File: src/rtl/pipe_pkg.sv
// Shared types and constants for the pipe_stage_skid pipeline register.
package pipe_pkg;

    typedef enum logic [1:0] {
        ST_EMPTY = 2'd0,
        ST_FULL  = 2'd1,
        ST_SKID  = 2'd2
    } pipe_state_t;

    localparam int MEMWB_W    = 97;
    localparam int PIPE_CNT_W = 2;

    function automatic logic [PIPE_CNT_W-1:0] state_count(pipe_state_t s);
        case (s)
            ST_FULL: return PIPE_CNT_W'(1);
            ST_SKID: return PIPE_CNT_W'(2);
            default: return PIPE_CNT_W'(0);
        endcase
    endfunction

endpackage

File: src/rtl/pipe_stage_skid_if.sv
// Upstream and downstream valid/ready handshake of one pipeline stage.
// master = surrounding pipeline (producer + consumer), slave = the stage.
interface pipe_stage_skid_if #(parameter int DATA_W = pipe_pkg::MEMWB_W);

    logic              in_valid;
    logic              in_ready;
    logic [DATA_W-1:0] in_data;
    logic              out_valid;
    logic              out_ready;
    logic [DATA_W-1:0] out_data;

    modport master (
        output in_valid, in_data, out_ready,
        input  in_ready, out_valid, out_data
    );

    modport slave (
        input  in_valid, in_data, out_ready,
        output in_ready, out_valid, out_data
    );

endinterface

File: src/rtl/pipe_data_reg.sv
// Payload register with load enable and synchronous clear (clear wins).
// One-cycle load latency; no handshake of its own.
module pipe_data_reg #(
    parameter int DATA_W = pipe_pkg::MEMWB_W
) (
    input  logic              clk,
    input  logic              clr,
    input  logic              ld,
    input  logic [DATA_W-1:0] d,
    output logic [DATA_W-1:0] q
);

    always_ff @(posedge clk) begin
        if (clr) begin
            q <= '0;
        end else if (ld) begin
            q <= d;
        end
    end

endmodule

File: src/rtl/pipe_stage_skid.sv
// Pipeline stage register, one-cycle latency, full throughput under out_ready=1.
// SKID=1: two entries, in_ready from a flop; SKID=0: one entry, in_ready = ~out_valid | out_ready.
module pipe_stage_skid
    import pipe_pkg::*;
#(
    parameter int DATA_W = MEMWB_W,
    parameter int SKID   = 1
) (
    input  logic                  clk,
    input  logic                  reset,
    input  logic                  flush,
    pipe_stage_skid_if.slave      bus,
    output logic [PIPE_CNT_W-1:0] count
);

    pipe_state_t           state, state_nxt;
    logic                  in_xfer, out_xfer;
    logic                  main_ld, main_from_skid;
    logic                  out_valid_q;
    logic [PIPE_CNT_W-1:0] count_q;
    logic [DATA_W-1:0]     main_q, main_d, skid_q;

    assign in_xfer  = bus.in_valid & bus.in_ready;
    assign out_xfer = out_valid_q & bus.out_ready;

    always_comb begin
        state_nxt      = state;
        main_ld        = 1'b0;
        main_from_skid = 1'b0;
        case (state)
            ST_EMPTY: begin
                if (in_xfer) begin
                    state_nxt = ST_FULL;
                    main_ld   = 1'b1;
                end
            end
            ST_FULL: begin
                if (in_xfer && out_xfer) begin
                    main_ld = 1'b1;
                end else if (in_xfer) begin
                    state_nxt = ST_SKID;
                end else if (out_xfer) begin
                    state_nxt = ST_EMPTY;
                end
            end
            ST_SKID: begin
                if (out_xfer) begin
                    state_nxt      = ST_FULL;
                    main_ld        = 1'b1;
                    main_from_skid = 1'b1;
                end
            end
            default: state_nxt = ST_EMPTY;
        endcase
        // Flush drops whatever would have been loaded this edge.
        if (flush) begin
            state_nxt      = ST_EMPTY;
            main_ld        = 1'b0;
            main_from_skid = 1'b0;
        end
    end

    always_ff @(posedge clk) begin
        if (reset) begin
            state       <= ST_EMPTY;
            out_valid_q <= 1'b0;
            count_q     <= '0;
        end else begin
            state       <= state_nxt;
            out_valid_q <= (state_nxt != ST_EMPTY);
            count_q     <= state_count(state_nxt);
        end
    end

    assign main_d = main_from_skid ? skid_q : bus.in_data;

    pipe_data_reg #(.DATA_W(DATA_W)) u_main (
        .clk (clk),
        .clr (reset),
        .ld  (main_ld),
        .d   (main_d),
        .q   (main_q)
    );

    generate
        if (SKID != 0) begin : g_skid
            logic in_ready_q;
            logic skid_ld;

            // Only a FULL-state accept with no departure parks data in the skid slot.
            assign skid_ld = (state == ST_FULL) & in_xfer & ~out_xfer & ~flush;

            pipe_data_reg #(.DATA_W(DATA_W)) u_skid (
                .clk (clk),
                .clr (reset),
                .ld  (skid_ld),
                .d   (bus.in_data),
                .q   (skid_q)
            );

            always_ff @(posedge clk) begin
                if (reset) begin
                    in_ready_q <= 1'b1;
                end else begin
                    in_ready_q <= (state_nxt != ST_SKID);
                end
            end

            assign bus.in_ready = in_ready_q;
        end else begin : g_noskid
            assign skid_q       = '0;
            assign bus.in_ready = ~out_valid_q | bus.out_ready;
        end
    endgenerate

    assign bus.out_valid = out_valid_q;
    assign bus.out_data  = main_q;
    assign count         = count_q;

endmodule

File: src/flat_wrapper.sv
// flat-port wrapper written by rule: the top's interface ports become plain ports
module pipe_stage_skid_flat import pipe_pkg::*;
#(
    parameter int DATA_W = MEMWB_W,
    parameter int SKID   = 1
)
  (clk, reset, flush, count, bus_in_valid, bus_in_data, bus_out_ready, bus_in_ready, bus_out_valid, bus_out_data);
  pipe_stage_skid_if #(.DATA_W(DATA_W)) bus_i ();
  input  logic clk;
  input  logic reset;
  input  logic flush;
  output logic [PIPE_CNT_W-1:0] count;
  input wire logic [$bits(bus_i.in_valid)-1:0] bus_in_valid;
  input wire logic [$bits(bus_i.in_data)-1:0] bus_in_data;
  input wire logic [$bits(bus_i.out_ready)-1:0] bus_out_ready;
  output wire logic [$bits(bus_i.in_ready)-1:0] bus_in_ready;
  output wire logic [$bits(bus_i.out_valid)-1:0] bus_out_valid;
  output wire logic [$bits(bus_i.out_data)-1:0] bus_out_data;
  assign bus_i.in_valid = bus_in_valid;
  assign bus_i.in_data = bus_in_data;
  assign bus_i.out_ready = bus_out_ready;
  assign bus_in_ready = bus_i.in_ready;
  assign bus_out_valid = bus_i.out_valid;
  assign bus_out_data = bus_i.out_data;
  pipe_stage_skid #(.DATA_W(DATA_W), .SKID(SKID)) u_core (.clk(clk), .reset(reset), .flush(flush), .bus(bus_i), .count(count));
endmodule
File: config.mk
export PLATFORM = sky130hd
export DESIGN_NAME = pipe_stage_skid_flat
export DESIGN_NICKNAME = d
export VERILOG_FILES = /design/src/rtl/pipe_pkg.sv /design/src/rtl/pipe_stage_skid_if.sv /design/src/rtl/pipe_data_reg.sv /design/src/rtl/pipe_stage_skid.sv /design/src/flat_wrapper.sv
export SDC_FILE = /design/constraint.sdc
export NUM_CORES = 1
export LEC_CHECK = 0
export CAP_MARGIN = 20
export CORE_MARGIN = 8
export CORE_UTILIZATION = 55
export CTS_BUF_LIST = sky130_fd_sc_hd__clkbuf_4
export CTS_CLUSTER_DIAMETER = 50
export DETAILED_ROUTE_END_ITERATION = 16
export HOLD_SLACK_MARGIN = 0.03
export PLACE_DENSITY = 0.95
export SLEW_MARGIN = 20
export SYNTH_ARGS = -nofsm -noshare
export SYNTH_HDL_FRONTEND = slang
export SYNTH_SLANG_ARGS = --single-unit
File: constraint.sdc
create_clock -name clk -period 3.2 [get_ports clk]
set_clock_uncertainty 0.2 [all_clocks]
set_input_delay 0.96 -clock clk [delete_from_list [all_inputs] [get_ports clk]]
set_output_delay 0.96 -clock clk [all_outputs]
set_load 0.1 [all_outputs]
# Word-level counts from Yosys, hierarchy flattened
# Cells that the tools add are included.
# classes
eq_ne,5
mux,16
n_bitwise,7
reduce_logical,3
# ops
op,n
$mux W97,1
$mux W2,6
$mux W1,6
$pmux W2 S3,1
$and A1 B1 Y1,5
$eq A2 B1 Y1 const B,2
$eq A2 B2 Y1 const B,2
$pmux W2 S2,1
$pmux W1 S3,1
$logic_not A2 Y1,1
$ne A2 B2 Y1 const B,1
$not A1 Y1,2
$reduce_bool A2 Y1,1
$logic_and A1 B1 Y1,1
# totals
regBits,200
in_bits,102
output_inout_bits,101
elab_cells,37

# Longest topological paths before layout
# logic_depth
depth_word,8
mapped_depth,8
depth_no_buf,4

# By module
# Synthesis repeated with hierarchy kept, for this count alone.
# hier_totals
hier_cells,764
area_unflattened_um2,8331.7
# modules_own_cells
module,n_inst,cells_each,area_each_um2,seq_area_each_um2
pipe_data_reg,2,313,3435.8,1941.9
pipe_stage_skid,1,138,1460.2,120.1

# Worst setup path before layout
# OpenSTA, ideal clock, no wires.
# synth_timing
kind,reg2reg
start,"register u_core.out_valid_q, in the netlist u_core.bus.out_valid"
end,register u_core.u_main.q[38]
setup_time_ns,0.087
arrival_time_ns,2.238
required_ns,2.913
slack_ns,0.675
path_stages_with_launch,8
path_buffers,3
period_less_slack_ns,2.525
path_cell_list,dfxtp_1 > and2_1 > nand3_1 > buf_2 > buf_4 > clkbuf_4 > mux2i_1 > a221oi_2
# synth_via
elab_chain_cells,5
word_cells_on_any_way,9
cone_classes,7 x mux; 1 x bitwise; 1 x reduce/logical
# synth_rtl
item,line,rtl
start: declaration,pipe_stage_skid.sv:19,logic out_valid_q;
start signal: assignment,pipe_stage_skid.sv:70,out_valid_q <= (state_nxt != ST_EMPTY);
$and A1 B1 Y1 *,pipe_stage_skid.sv:24,assign out_xfer = out_valid_q & bus.out_ready;
$logic_and A1 B1 Y1 / $mux W1 (equally long branches),"pipe_stage_skid.sv:38, pipe_stage_skid.sv:47",
$mux W1 (on tied branches),"pipe_stage_skid.sv:38, pipe_stage_skid.sv:30",
$pmux W1 S3 / $mux W1 (equally long branches),"pipe_stage_skid.sv:30, pipe_stage_skid.sv:56",
$mux W1 / $mux W97 (equally long branches),"pipe_stage_skid.sv:56, pipe_stage_skid.sv:75",
end signal: assignment,pipe_data_reg.sv:15,q <= '0;
end signal: assignment,pipe_data_reg.sv:17,q <= d;
end: declaration,pipe_data_reg.sv:10,output logic [DATA_W-1:0] q
# Mark *: on every way between the ends. The rest lies on a longest branch, timed or not.
# A chain may end at the register's enable or synchronous reset.

# Final worst setup path
# layout_timing
start,input port bus_in_valid
end,register u_core.u_main.q[32]
# layout_via
elab_chain_cells,5
word_cells_on_any_way,6
cone_classes,4 x mux; 1 x bitwise; 1 x reduce/logical
# layout_rtl
item,line,rtl
start: declaration,flat_wrapper.sv:13,input wire logic [$bits(bus_i.in_valid)-1:0] bus_in_valid;
$and A1 B1 Y1 *,pipe_stage_skid.sv:23,assign in_xfer = bus.in_valid & bus.in_ready;
$logic_and A1 B1 Y1,pipe_stage_skid.sv:38,if (in_xfer && out_xfer) begin
$mux W1,pipe_stage_skid.sv:38,
$pmux W1 S3 *,pipe_stage_skid.sv:30,case (state)
$mux W1 *,pipe_stage_skid.sv:56,if (flush) begin
# Marks and branches as above.

==> results.tsv <==
stage	metric	value	unit
run_status	outcome	finished, final reports clean	
clock_tree	post_cts_buffers	0	
clock_tree	htreeDepth	4	
grt	met2_usage	38.0	%
sta	tns	0	ns
grt	met1_usage	27.4	%
clock_tree	cts_num_sinks	200	
sta	slew_headroom	49.5	%
pwr	ir_worst_vdd	0.355	mV
yosys	async_flop_share	0	%
yosys	syn_inst	896	
detailed_routing	drtIter0Drc	587	
yosys	ys_types	28	
setup_path	worstSetupPathType	in -> reg	
yosys	yosys-top-cells-count	dfxtp_1, nand2_1, nor2_1, a21oi_1, mux2i_1	
grt	grtUsageMet3	6.30	%
sta	grt_setup_unrepaired	no	
grt	grt_use_total	22.8	%
sta	finalSetupViolCount	0	
setup_path	required	3.42	ns
setup_path	r2r_slack	1.15	ns
finish	n_antenna_cell	0	
flow_run	max-cap-violations	0	
yosys	synth_area_per_cell	9.15	sq um
setup_path	slowest_delay	0.55	ns
setup_path	worst-r2r-cell-count	5	
finish	final_util	71.6	%
finish	area.growth.synth_to_final	26.9	%
detailed_routing	viasPerCell	5.87	
setup_path	r2r-start	u_core.state[1]	
finish	post_route_cells_drive_above_1_share	17.8	%
die	die_w	138	microns
setup_path	crit_chain	clkdlybuf4s50_1 > nand3b_4 > a211o_4 > o31ai_4 > buf_4 > a221oi_1	
yosys	yosys_register_bits	200	
yosys	synthMostInstantiatedCell	dfxtp_1	
yosys	synth_ff_type	dfxtp_1	
sta	fin_crit	2.50	ns
die	initial_core_util	56.4	%
setup_path	cp_slowest_cell	clkdlybuf4s50_1	
yosys	syn-cell-area	8200	sq um
pwr	p_leak	4.46	nW
yosys	yosys.area.top_type	dfxtp_1	
clock_tree	cts_root_buf	clkbuf_4	
setup_path	worstReg2RegEnd	u_core.u_main.q[32]	
die	core-area	14500	sq um
placed_design	hpwlAfterDp	15200	microns
finish	nets	1153	
setup_path	startpoint_type	input port	
die	ios	203	
yosys	synth-edff-count	0	
setup_path	end_kind	flip-flop	
detailed_routing	wl_per_cell	18.2	microns
hold_path	hold_path.class	reg -> reg	
yosys	ys_top_cells_by_area	dfxtp_1, mux2i_1, nand2_1	
sta	slew_viol_final	0	
detailed_routing	vias	7310	
detailed_routing	wirelength	22700	microns
grt	grt_pass1_vias	7173	
sta	tightestPinTransition	0.757	ns
grt	antenna_found_initial	0	
grt	grt_pass1_wl	36800	microns
clock_tree	clockBufferDepth	2	
grt	grt.overflow.total	0	
detailed_routing	first_pass_iters	5	
grt	grt_busiest_layer	met2	
detailed_routing	remaining_drc_errors	0	
setup_path	crit_path_end	u_core.u_main.q[32]	
yosys	synth_top_area_share	48.8	%
detailed_routing	final_antenna_net_count	0	
yosys	synth_warnings	0	
placed_design	io_buffers	202	
sta	hold_viol	0	
clock_tree	cts_tree	yes	
setup_path	critPathArrivalTime	2.72	ns
pwr	design_power_total	0.00534	W
finish	final-instance-count-excl-fill	1246	
yosys	ys_seq_area_share	48.8	%
yosys	synth_fp_nets	998	
setup_path	worstSetupStartpoint	bus_in_valid	
pwr	power.density	513	nW/um^2
placed_design	routabilityCongestion	0.766	
die	die_h	138	microns
clock_tree	cts_made_buffers	17	
setup_path	cp_max_fo	20	
placed_design	placed_cells	1216	
clock_tree	cts_resized	0	
die	num_rows	44	
sta	timing.hold.ws	0.263	ns
grt	grt_max_degree	94	
sta	period_share	78.2	%
clock_tree	hold_buffers	0	
clock_tree	path_clk_slew	0.15	ns
sta	max_freq	399	MHz
clock_tree	clock_latency	0.57	ns
die	fp.dieArea	19100	sq um
where the power goes:
group          internal (W)  leakage [nW]  switching [W]
Clock              0.000460         0.133       0.000791
Sequential          0.00261          1.63      0.0000720
Combinational      0.000385          2.70        0.00103
kinds of logic (layout without fill, tap and decap cells):
logic type / after synthesis / in the layout / share of synthesized area (%)
and+or+nand+nor: 311 / 311 / 14.9
AOI/OAI and AO/OA: 200 / 200 / 19.2
DFF: 200 / 200 / 48.8
muxes: 98 / 98 / 12.0
buffers and inverters: 87 / 253 / 5.04
routing by layer:
metal | vias up | part of all wire [%]
met5 | - | 0
met3 | 41 | 7.1
li1 | 3457 | -
met2 | 309 | 49
met4 | 0 | 2.3
met1 | 3503 | 41
area by class of cell:
| class | instances | area, sq um |
|---|---|---|
| Sequential cell | 200 | 4000 |
| Multi-Input combinational cell | 609 | 3830 |
| Clock buffer | 19 | 143 |
| Clock inverter | 11 | 109 |
| Timing Repair Buffer | 223 | 2090 |
| Tap cell | 184 | 230 |
| Fill cell | 1097 | 4130 |
metrics by stage:
stage	setup WS, ns	instance area (sq um)
after floorplan	0.676	8200
after global placement	0.154	10200
after detailed placement	0.132	10200
after CTS	0.666	10400
after global routing	0.638	10400
final	0.697	10400
cells in the final DEF, fill, tap and decap left out, drive strengths merged, types with 2 or more instances in the layout:
cell	synthesis	layout
nor4	2	2
nand2	197	197
clkinvlp	0	3
clkdlybuf4s50	0	100
nor3b	2	2
mux2i	97	97
a221oi	97	97
clkbuf	53	19
dfxtp	200	200
bufinv	0	2
buf	34	123
nor2	100	100
a21oi	99	99
clkinv	0	6
nor3	3	3
worst min-delay path by stage:
| stage | from | end | cells past startpoint | slack [ns] |
|---|---|---|---|---|
| after floorplan | u_core.g_skid.u_skid.q[0] | u_core.g_skid.u_skid.q[0] | 2 | 0.24 |
| after global placement | u_core.g_skid.u_skid.q[81] | u_core.g_skid.u_skid.q[81] | 2 | 0.24 |
| after detailed placement | u_core.g_skid.u_skid.q[93] | u_core.g_skid.u_skid.q[93] | 2 | 0.25 |
| after CTS | u_core.g_skid.u_skid.q[93] | u_core.g_skid.u_skid.q[93] | 2 | 0.26 |
| after global routing | u_core.g_skid.u_skid.q[24] | u_core.g_skid.u_skid.q[24] | 2 | 0.28 |
| final | u_core.g_skid.u_skid.q[78] | u_core.g_skid.u_skid.q[78] | 2 | 0.26 |
critical path, delay by kind of cell:
family	cells	cell delay, ns
compound gates	3	0.68
simple gates	1	0.18
buf+inv	2	0.90
flip-flops by register name, indices dropped and copies added, names as in the netlist:
signal                  cells
u_core.count                2
u_core.bus.out_valid        1
u_core.bus.in_ready         1
u_core.u_main.q            97
u_core.g_skid.u_skid.q     97
u_core.state                2
Note: power is estimated with default switching activity, not from simulation.
